## config.mk

```make
export PLATFORM = sky130hd
export DESIGN_NAME = vending_controller
export DESIGN_NICKNAME = d
export VERILOG_FILES = /design/src/rtl/vending_controller.sv
export SDC_FILE = /design/constraint.sdc
export NUM_CORES = 1
export LEC_CHECK = 0
export BUFFER_PORTS_ARGS = -buffer_cell sky130_fd_sc_hd__buf_2
export CORE_AREA = 2 2 61 63
export DETAILED_ROUTE_END_ITERATION = 10
export DIE_AREA = 0 0 63 65
export GPL_ROUTABILITY_DRIVEN = 0
export MAX_ROUTING_LAYER = met4
export PLACE_DENSITY = 0.71
export SLEW_MARGIN = 20
export SYNTH_ARGS = -nofsm -noshare
export SYNTH_HDL_FRONTEND = slang
export SYNTH_SLANG_ARGS = --single-unit
```

## constraint.sdc

```tcl
create_clock -name clk_i -period 2.7 [get_ports clk_i]
set_clock_uncertainty 0.15 [all_clocks]
set_input_delay 0.27 -clock clk_i [delete_from_list [all_inputs] [get_ports clk_i]]
set_output_delay 0.27 -clock clk_i [all_outputs]
set_load 0.05 [all_outputs]
```

## src/rtl/vending_controller.sv

```systemverilog
`default_nettype none
// +----------------------------------------------------------------------+
// | vending_controller: coin accumulation, vend/refund sequencing FSM     |
// | Rev 1.0                                                               |
// +----------------------------------------------------------------------+
module vending_controller #(
  parameter int PRICE          = 20,
  parameter int TIMEOUT_CYCLES = 255,
  parameter int DEP_W          = 6
) (
  input  logic             clk_i,
  input  logic             rst_ni,
  input  logic             nickel_i,
  input  logic             dime_i,
  input  logic             quarter_i,
  input  logic             cancel_i,
  output logic [DEP_W-1:0] deposit_o,
  output logic             exceed_o,
  output logic             refund_o,
  output logic [DEP_W-1:0] refund_amt_o,
  output logic             reject_o,
  output logic             busy_o
);

  localparam int               CNT_W    = $clog2(TIMEOUT_CYCLES);
  localparam logic [CNT_W-1:0] CNT_LAST = CNT_W'(TIMEOUT_CYCLES - 1);
  localparam logic [DEP_W-1:0] PRICE_V  = DEP_W'(PRICE);
  localparam logic [DEP_W-1:0] VAL_5    = DEP_W'(5);
  localparam logic [DEP_W-1:0] VAL_10   = DEP_W'(10);
  localparam logic [DEP_W-1:0] VAL_25   = DEP_W'(25);

  typedef enum logic [2:0] {
    S_IDLE     = 3'd0,
    S_COLLECT  = 3'd1,
    S_VEND     = 3'd2,
    S_COOLDOWN = 3'd3,
    S_REFUND   = 3'd4
  } state_e;

  state_e           state_q;
  logic [DEP_W-1:0] deposit_q;
  logic [DEP_W-1:0] refund_amt_q;
  logic             exceed_q;
  logic             refund_q;
  logic             reject_q;
  logic             busy_q;
  logic [CNT_W-1:0] cnt_q;

  logic             coin_vld;
  logic [DEP_W-1:0] coin_val;
  logic [DEP_W-1:0] deposit_d;

  // Only the highest-value coin of a multi-pulse cycle counts.
  always_comb begin
    coin_vld = quarter_i | dime_i | nickel_i;
    coin_val = '0;
    if (quarter_i)     coin_val = VAL_25;
    else if (dime_i)   coin_val = VAL_10;
    else if (nickel_i) coin_val = VAL_5;
    deposit_d = deposit_q + coin_val;
  end

  always_ff @(posedge clk_i) begin
    if (!rst_ni) begin
      state_q      <= S_IDLE;
      deposit_q    <= '0;
      refund_amt_q <= '0;
      exceed_q     <= 1'b0;
      refund_q     <= 1'b0;
      reject_q     <= 1'b0;
      busy_q       <= 1'b0;
      cnt_q        <= '0;
    end else begin
      exceed_q     <= 1'b0;
      refund_q     <= 1'b0;
      refund_amt_q <= '0;
      reject_q     <= 1'b0;
      case (state_q)
        S_IDLE: begin
          if (coin_vld) begin
            if (cancel_i) begin
              state_q      <= S_REFUND;
              refund_q     <= 1'b1;
              refund_amt_q <= coin_val;
              deposit_q    <= '0;
              busy_q       <= 1'b1;
            end else if (coin_val >= PRICE_V) begin
              state_q   <= S_VEND;
              exceed_q  <= 1'b1;
              deposit_q <= coin_val;
              busy_q    <= 1'b1;
            end else begin
              state_q   <= S_COLLECT;
              deposit_q <= coin_val;
              cnt_q     <= '0;
            end
          end
        end
        S_COLLECT: begin
          // With no coin deposit_d equals deposit_q, so one path covers both.
          if (cancel_i) begin
            state_q      <= S_REFUND;
            refund_q     <= 1'b1;
            refund_amt_q <= deposit_d;
            deposit_q    <= '0;
            busy_q       <= 1'b1;
          end else if (coin_vld) begin
            if (deposit_d >= PRICE_V) begin
              state_q  <= S_VEND;
              exceed_q <= 1'b1;
              busy_q   <= 1'b1;
            end
            deposit_q <= deposit_d;
            cnt_q     <= '0;
          end else if (cnt_q == CNT_LAST) begin
            state_q      <= S_REFUND;
            refund_q     <= 1'b1;
            refund_amt_q <= deposit_q;
            deposit_q    <= '0;
            busy_q       <= 1'b1;
          end else begin
            cnt_q <= cnt_q + 1'b1;
          end
        end
        S_VEND: begin
          state_q  <= S_COOLDOWN;
          reject_q <= coin_vld;
        end
        S_COOLDOWN: begin
          state_q   <= S_IDLE;
          deposit_q <= '0;
          busy_q    <= 1'b0;
          reject_q  <= coin_vld;
        end
        S_REFUND: begin
          state_q  <= S_IDLE;
          busy_q   <= 1'b0;
          reject_q <= coin_vld;
        end
        default: begin
          state_q   <= S_IDLE;
          deposit_q <= '0;
          busy_q    <= 1'b0;
        end
      endcase
    end
  end

  assign deposit_o    = deposit_q;
  assign exceed_o     = exceed_q;
  assign refund_o     = refund_q;
  assign refund_amt_o = refund_amt_q;
  assign reject_o     = reject_q;
  assign busy_o       = busy_q;

endmodule
`default_nettype wire

```

## Yosys cells after proc, flatten, opt, wreduce, memory -nomap -nowiden

Index checks and enable logic that the tools add are counted.
Widths: inputs -> output; s select.

- Flip-flop bits (word level): 27
- Input bits: 6
- Output and inout bits: 16

- Add/subtract/negate cells: 2
- Order comparisons: 2
- Equal/unequal tests: 13
- Multiplexer cells: 51
- Bitwise gates (word level): 4
- Reductions and logical operators: 9

Operator list:

| cell | count |
|---|---|
| $mux 6 | 10 |
| $mux 8 | 6 |
| $mux 3 | 7 |
| $mux 1 | 18 |
| $pmux 6 s3 | 1 |
| $pmux 8 s2 | 1 |
| $ge 6x5->1 const B | 2 |
| $pmux 6 s2 | 1 |
| $pmux 3 s3 | 1 |
| $add 8x1->8 const B | 1 |
| $eq 8x8->1 const B | 1 |
| $ne 2x2->1 const B | 4 |
| $ne 4x4->1 const B | 2 |
| $add 6x6->6 | 1 |
| $eq 3x2->1 const B | 2 |
| $ne 3x3->1 const B | 2 |
| $reduce_and 3->1 | 2 |
| $reduce_and 6->1 | 1 |
| $mux 5 | 1 |
| $reduce_and 5->1 | 1 |
| $mux 4 | 1 |
| $pmux 1 s2 | 2 |
| $eq 3x1->1 const B | 1 |
| $eq 3x3->1 const B | 1 |
| 9 further kinds | 11 |

## Depth between registers and ports, before layout

Gate-level depths: netlist of run 1.

- Depth after elaboration: 9
- Mapped depth: 11

## Worst setup path before layout of run 1

Ideal clock, no wire load.

- Path kind: reg-to-reg
- Start: register deposit_q[0], in the netlist deposit_o[0]
- End: register busy_q, in the netlist busy_o
- Library setup time: 0.073 ns
- Arrival time: 2.349 ns
- Required time: 2.477 ns
- Setup slack: 0.128 ns
- Stages on the path, launching flop included: 10
- Path buffers: 0
- Period minus slack after synthesis: 2.572 ns
- Cells stage by stage: dfxtp_1 -> ha_1 -> inv_1 -> fa_1 -> nand2b_1 -> a21oi_1 -> xor2_1 -> o21ai_0 -> a31oi_1 -> mux2i_1

- Longest elaborated chain between the ends: 4

RTL lines:

| element | line | source |
|---|---|---|
| start, declared | 41 | `logic [DEP_W-1:0] deposit_q;` |
| start signal, assigned | 90 | `deposit_q <= coin_val;` |
| start signal, assigned | 94 | `deposit_q <= coin_val;` |
| start signal, assigned | 113 | `deposit_q <= deposit_d;` |
| $add 6x6->6 | 60 | `deposit_d = deposit_q + coin_val;` |
| $ge 6x5->1 | 108 | `if (deposit_d >= PRICE_V) begin` |
| $ne 4x4->1 (no source line) | n/a |  |
| $reduce_and 5->1 (no source line) | n/a |  |
| end signal, assigned | 71 | `busy_q <= 1'b0;` |
| end signal, assigned | 106 | `busy_q <= 1'b1;` |
| end signal, assigned | 111 | `busy_q <= 1'b1;` |
| end, declared | 46 | `logic busy_q;` |

No other way between the ends.
A chain may end at the register's enable or synchronous reset.

## Worst setup path in the final report of run 1

Ends and elaborated chain as after synthesis.

==> flow_summary.toml, run 1 <==
[synth]
dominantRegCellSynth = "sky130_fd_sc_hd__dfxtp_1"
postSynth.asyncResetShare_pct = 0
avgSynthCellArea_um2 = 8.63
yosysWarnings = 0
post-synth-top-area-cell = "sky130_fd_sc_hd__dfxtp_1"
syn_nets = 188
synth_cells = 174
synthDistinctLibCells = 45
yosysSeqAreaShare_pct = 36.0
ys_seq_elements = 27
count_of_flip_flops_with_a_built_in_enable_after_synthesis = 0
synthDominantCellAreaShare_pct = 36.0
synth_area_mm2 = 0.00150
post_synth_main_area_contributors = "sky130_fd_sc_hd__dfxtp_1 (36%), sky130_fd_sc_hd__nor2_1 (6.3%), sky130_fd_sc_hd__ha_1 (5.8%)"

[timing]
final_hold_viols = 0
setup_total_negative_slack_ns = 0
tightest_slew_ns = 0.598
highest_achievable_clock_rate_mhz = 410
timing_max_transition_violations_final = 0
setup_ws_ns = 0.262
finalCritPeriodShare_pct = 90.3
hold_slack_ns = 0.110
setup_violations = 0
final_critical_path_required_period_ns = 2.44
max_slew_margin_pct = 59.9
grt_setup_unrepaired = "false"

[hold_path]
hold_class = "input pin to flop"
hp-start = "rst_ni"

[critical_path]
crit_buf_inv = 1
end_of_the_critical_path = "busy_o$_SDFFE_PN0P_"
worstSetupStartpoint = "deposit_o[0]$_SDFFE_PN0P_"
timing.critical_path.fanout_max = 4
end_kind = "flop"
timing.reg2reg.setup_slack_ns = 0.26
regToRegStartpoint = "deposit_o[0]$_SDFFE_PN0P_"
critical_path_required_ns = 2.83
worst_setup_path_start_kind = "flop"
slowest_cell_on_crit_path = "sky130_fd_sc_hd__dfxtp_1"
rr_endpoint = "busy_o$_SDFFE_PN0P_"
crit_cells = 9
worstPathArrival_ns = 2.57
ordered_list_of_cells_on_the_worst_path = "ha_1, inv_1, fa_1, nand2b_1, a21oi_1, xor2_1, o21ai_0, a31oi_1, mux2i_1"
max_stage_delay_ns = 0.42
cpLargestDelayFamily = "adder cells"
setup.worst_path.class = "flop to flop"
worst-r2r-cell-count = 9

[cells_and_area]
layout-area-overhead-vs-synth_pct = 14.1
diodes_inserted = 0
layout.nets = 215
num-fill-cells = 343
layout.cells.most_common = "sky130_fd_sc_hd__dfxtp_1"
layout_common_cells = "sky130_fd_sc_hd__dfxtp_1 (27), sky130_fd_sc_hd__nor2_1 (25), sky130_fd_sc_hd__buf_2 (21), sky130_fd_sc_hd__a21oi_1 (11), sky130_fd_sc_hd__nand2_1 (10)"
drive_gt1_share_pct = 19.0

[floorplanning]
fp.dieH_um = 65
placementRows = 22
initial_core_util_pct = 42.9
die_area_mm2 = 0.00410
fp.dieW_um = 63
core_region_area_mm2 = 0.00350
design.portCount = 22

[placed_design]
detailedPlace.worstSlack_ns = 0.0549
detailedPlacementHpwl_um = 2540
port_buffers = 21

[cts]
numCtsBuffers = 3
clkSlewWorstSetupHoldPaths_ns = 0.15
ctsResizeCount = 0
clk_latency_ns = 0.34
clock_sinks = 27
post-cts-setup-buffers = 0
clock_tree.buffer_depth = 2
cts-hold-fix-buffers = 0
cts_tree = "yes"
cts_htree_levels = 1
clock_tree.root_cell = "sky130_fd_sc_hd__clkbuf_4"

[status]
outcome = "finished, final reports clean"

[global_route]
gr-usage-all-layers_pct = 18.6
grt_antenna_before_repair = 0
grt_first_pass_wirelength_um = 5750
grt_max_degree = 15
grt_pass1_vias = 1233
grt_remaining_overflow = 0

[detailed_routing]
vias = 1369
post_drt_wl_per_cell_um = 13.7
via_density_per_instance = 5.52
detail-route-antenna-nets = 0
drt_pre_antenna_iters = 7
detail_route.wirelength_um = 3390
initialDrtViolationCount = 108
post_route_drc = 0

[power_and_ir_drop]
finalPower_uw = 921
powerDensity_mw_per_mm2 = 538
power.leakage_uw = 0.000709
worst_ir_drop_vdd_uv = 273

[job]
max_cap_violations = 0
[cell type report]
class / count / area (um2) / share of cell area, %
multi-input combinational: 133 / 902 / 52.7
sequential: 27 / 541 / 31.6
timing repair buffer: 27 / 150 / 8.77
tap: 48 / 60.1 / 3.51
inverter: 9 / 33.8 / 1.97
clock buffer: 4 / 26.3 / 1.53
[routing by layer]
layer  GRT usage (%)  vias to the layer above  routed length (um)
li1                -                      673                   -
met1            24.7                      617                1400
met2            27.8                       74                1570
met3            3.30                        5                 378
met4            8.06                        0                  46
met5               -                        -                   0
[synth_stat cells (all sizes together), types with 2 or more instances]
cell type and number:
a21oi 12, mux2 3, a22oi 5, mux2i 2, o21ai 7, o2bb2ai 2, a222oi 2, clkbuf 2
buf 3, nor3 7, nand4 4, ha 7, nor2b 5, dfxtp 27, and3 2, inv 9
nand3 5, xnor2 2, a21o 2, a211oi 2, and2 4, xor2 8, nor2 25, nand2 10
[state kept, by name, indices dropped and copies added (netlist names)]
register,cells
exceed_o,1
refund_o,1
refund_amt_o,6
reject_o,1
deposit_o,6
busy_o,1
cnt_q,8
state_q,3
[worst min path at each step]
| stage | end | cells past startpoint |
|---|---|---|
| floorplan | exceed_o$_SDFF_PN0_ | 2 |
| global route | deposit_o[3]$_SDFFE_PN0P_ | 2 |
| global placement | busy_o$_SDFFE_PN0P_ | 2 |
| finish | reject_o$_SDFF_PN0_ | 3 |
| detailed placement | busy_o$_SDFFE_PN0P_ | 2 |
| CTS | reject_o$_SDFF_PN0_ | 3 |
[through the flow]
stage | instance area (um2) | utilization, % | cells
after floorplan | 1500 | - | 174
after global placement | 1690 | 48.2 | 244
after detailed placement | 1690 | 48.2 | 244
after CTS | 1710 | 49.0 | 248
after global routing | 1710 | 49.0 | 248
final | 1710 | 49.0 | 248
[kinds of logic after synthesis]
family                   Yosys count  synth area share [%]
AO/OA/AOI/OAI                     41                  19.2
XOR/XNOR                          10                  5.83
adder cells (fa/ha/maj)            8                  7.17
buffers and inverters             14                  3.92
flip-flops                        27                  36.0
multiplexers                       5                  3.58
AND/OR/NAND/NOR                   69                  24.3
[worst reg2reg max path: cells and delay by family (launching register included)]
family	cells	cell delay [ns]
muxes	1	0.19
buffers and inverters	1	0.06
DFF	1	0.42
and+or+nand+nor	1	0.16
xor gates and xnor gates	1	0.24
AOI/OAI and AO/OA	3	0.58
adders and majority gates	2	0.58
[power by group]
part / internal [uW] / switching [uW] / leakage, uW / total, uW
registers: 424 / 29.6 / 0.000220 / 454
clock network: 58.1 / 125 / 0.0000150 / 183
logic: 98.0 / 186 / 0.000474 / 284
total: 580 / 340 / 0.000709 / 921
(Power assumes the default switching activity.)
==> inputs of run 2 (changes only) <==
Settings changed: RECOVER_POWER from default to 100.
==> run 2 against run 1 <==
Compared with the run above:
- hold slack gained 0.0024 ns
- sequential cell count stayed put
- critical endpoint unchanged
- wire length grew 0.62%
- cell area shrank 1.7%
- clock power is essentially flat
- global-route usage is the same
- register-to-register slack got worse by 0.03 ns
- setup slack worse by 0.027 ns
==> flow_summary.toml, run 2 (synthesis gave the netlist of run 1 again) <==
[cts]
numCtsBuffers = 3
cts_tree = "yes"
post-cts-setup-buffers = 0
ctsResizeCount = 0
clock_tree.root_cell = "sky130_fd_sc_hd__clkbuf_4"
clock_sinks = 27
clk_latency_ns = 0.34
clock_tree.buffer_depth = 2
cts_htree_levels = 1
clkSlewWorstSetupHoldPaths_ns = 0.15
cts-hold-fix-buffers = 0

[power_and_ir_drop]
power.switching_uw = 341
clockPowerShare_pct = 19.9
finalPower_uw = 915
power.leakage_uw = 0.000639
power_frac_seq_pct = 49.6
power_switching_share_pct = 37.2
power_report.internal_total_uw = 574
powerDensity_mw_per_mm2 = 543
share_comb_of_total_power_pct = 30.5
worst_ir_drop_vdd_uv = 272

[cells_and_area]
layout.nets = 215
largest_register_ff_count = 8
layout_common_cells = "sky130_fd_sc_hd__dfxtp_1 (27), sky130_fd_sc_hd__nor2_1 (25), sky130_fd_sc_hd__clkbuf_1 (17), sky130_fd_sc_hd__a21oi_1 (11), sky130_fd_sc_hd__nand2_1 (10)"
max_flop_register = "cnt_q"
diodes_inserted = 0
layout-area-overhead-vs-synth_pct = 12.2
drive_gt1_share_pct = 11.0
layout.cells.most_common = "sky130_fd_sc_hd__dfxtp_1"
post-route-util_pct = 48.2
instances_no_fill = 248
layout.area.seq_um2 = 541
num-fill-cells = 360
multiInputGateArea_um2 = 893

[floorplanning]
fp.dieW_um = 63
design.portCount = 22
fp.dieH_um = 65
placementRows = 22
core_region_area_mm2 = 0.00350
die_area_mm2 = 0.00410
initial_core_util_pct = 42.9

[timing]
hold_slack_ns = 0.112
setup_violations = 0
finalCritPeriodShare_pct = 91.3
grt_setup_unrepaired = "false"
final_hold_viols = 0
tightest_slew_ns = 0.688
max_slew_margin_pct = 54.0
setup_total_negative_slack_ns = 0
timing_max_transition_violations_final = 0
final_critical_path_required_period_ns = 2.46
highest_achievable_clock_rate_mhz = 406

[placed_design]
detailedPlacementHpwl_um = 2540
port_buffers = 21
placedCellCount = 244

[global_route]
grt_antenna_before_repair = 0
grt_remaining_overflow = 0
grt_pass1_vias = 1233
grt_max_degree = 15
grt_first_pass_wirelength_um = 5750
gr-usage-all-layers_pct = 18.6

[detailed_routing]
post_drt_wl_per_cell_um = 13.8
via_density_per_instance = 5.55
vias = 1377
detail_route.wirelength_um = 3410
post_route_drc = 0
detail-route-antenna-nets = 0
drt_pre_antenna_iters = 6
initialDrtViolationCount = 102

[critical_path]
worstPathArrival_ns = 2.59
critical_path_required_ns = 2.83
end_kind = "flop"
worst-r2r-cell-count = 9
setup.worst_path.class = "flop to flop"
timing.critical_path.fanout_max = 4
worst_setup_path_start_kind = "flop"

[hold_path]
hold_class = "input pin to flop"
worstHoldPathCells = 3

[job]
max_cap_violations = 0

[status]
outcome = "finished, final reports clean"
-- run 2: changes by cell type in the layout (fill, tap and decap cells not counted) --
cell                       before  now
sky130_fd_sc_hd__buf_2         21    5
sky130_fd_sc_hd__and2_1         4    2
sky130_fd_sc_hd__nor4b_2        0    1
sky130_fd_sc_hd__and2_0         0    2
sky130_fd_sc_hd__nor4b_4        1    0
sky130_fd_sc_hd__clkbuf_1       1   17
-- run 2: critical path: stages (launching register included) --
cell                       delay (ns)
sky130_fd_sc_hd__dfxtp_1         0.42
sky130_fd_sc_hd__ha_1            0.18
sky130_fd_sc_hd__inv_1           0.06
sky130_fd_sc_hd__fa_1            0.39
sky130_fd_sc_hd__nand2b_1        0.16
sky130_fd_sc_hd__a21oi_1         0.18
sky130_fd_sc_hd__xor2_1          0.24
sky130_fd_sc_hd__o21ai_0         0.19
sky130_fd_sc_hd__a31oi_1         0.24
sky130_fd_sc_hd__mux2i_1         0.19
-- run 2: final cells by class --
type	count	share of cell area, %
Inverter	9	2.01
Sequential cell	27	32.1
Clock buffer	4	1.56
Timing Repair Buffer	27	7.73
Tap cell	48	3.57
Multi-Input combinational cell	133	53.0
-- run 2: worst paths after layout --
kind / to / startpoint / slack, ns
worst min register to register: busy_o$_SDFFE_PN0P_ / busy_o$_SDFFE_PN0P_ / 0.35
worst max register to register: busy_o$_SDFFE_PN0P_ / deposit_o[0]$_SDFFE_PN0P_ / 0.24
worst min-delay path: reject_o$_SDFF_PN0_ / rst_ni / 0.11
worst max-delay path: busy_o$_SDFFE_PN0P_ / deposit_o[0]$_SDFFE_PN0P_ / 0.24
-- run 2: routing by layer --
metal  vias up  global-route usage, %  wire length [um]
met1       643                   24.7              1550
met2        56                   27.8              1560
met4         0                   8.06                38
met5         -                      -                 0
met3         4                   3.30               261
li1        674                      -                 -
-- run 2: per-stage QoR --
stage,cell area [um2],worst slack [ns]
3_5_place_dp,1690,0.0549
5_1_grt,1680,0.0382
2_1_floorplan,1500,0.128
4_1_cts,1710,0.295
3_3_place_gp,1690,0.132
6_report,1680,0.235
-- run 2: power by group through the flow --
| stage | Sequential, uW | Combinational, uW | Clock [uW] |
|---|---|---|---|
| 2_1_floorplan | 511 | 164 | 0 |
| 3_3_place_gp | 462 | 281 | 0 |
| 3_5_place_dp | 462 | 281 | 0 |
| 4_1_cts | 453 | 282 | 192 |
| 5_1_grt | 457 | 302 | 213 |
| 6_report | 453 | 279 | 182 |
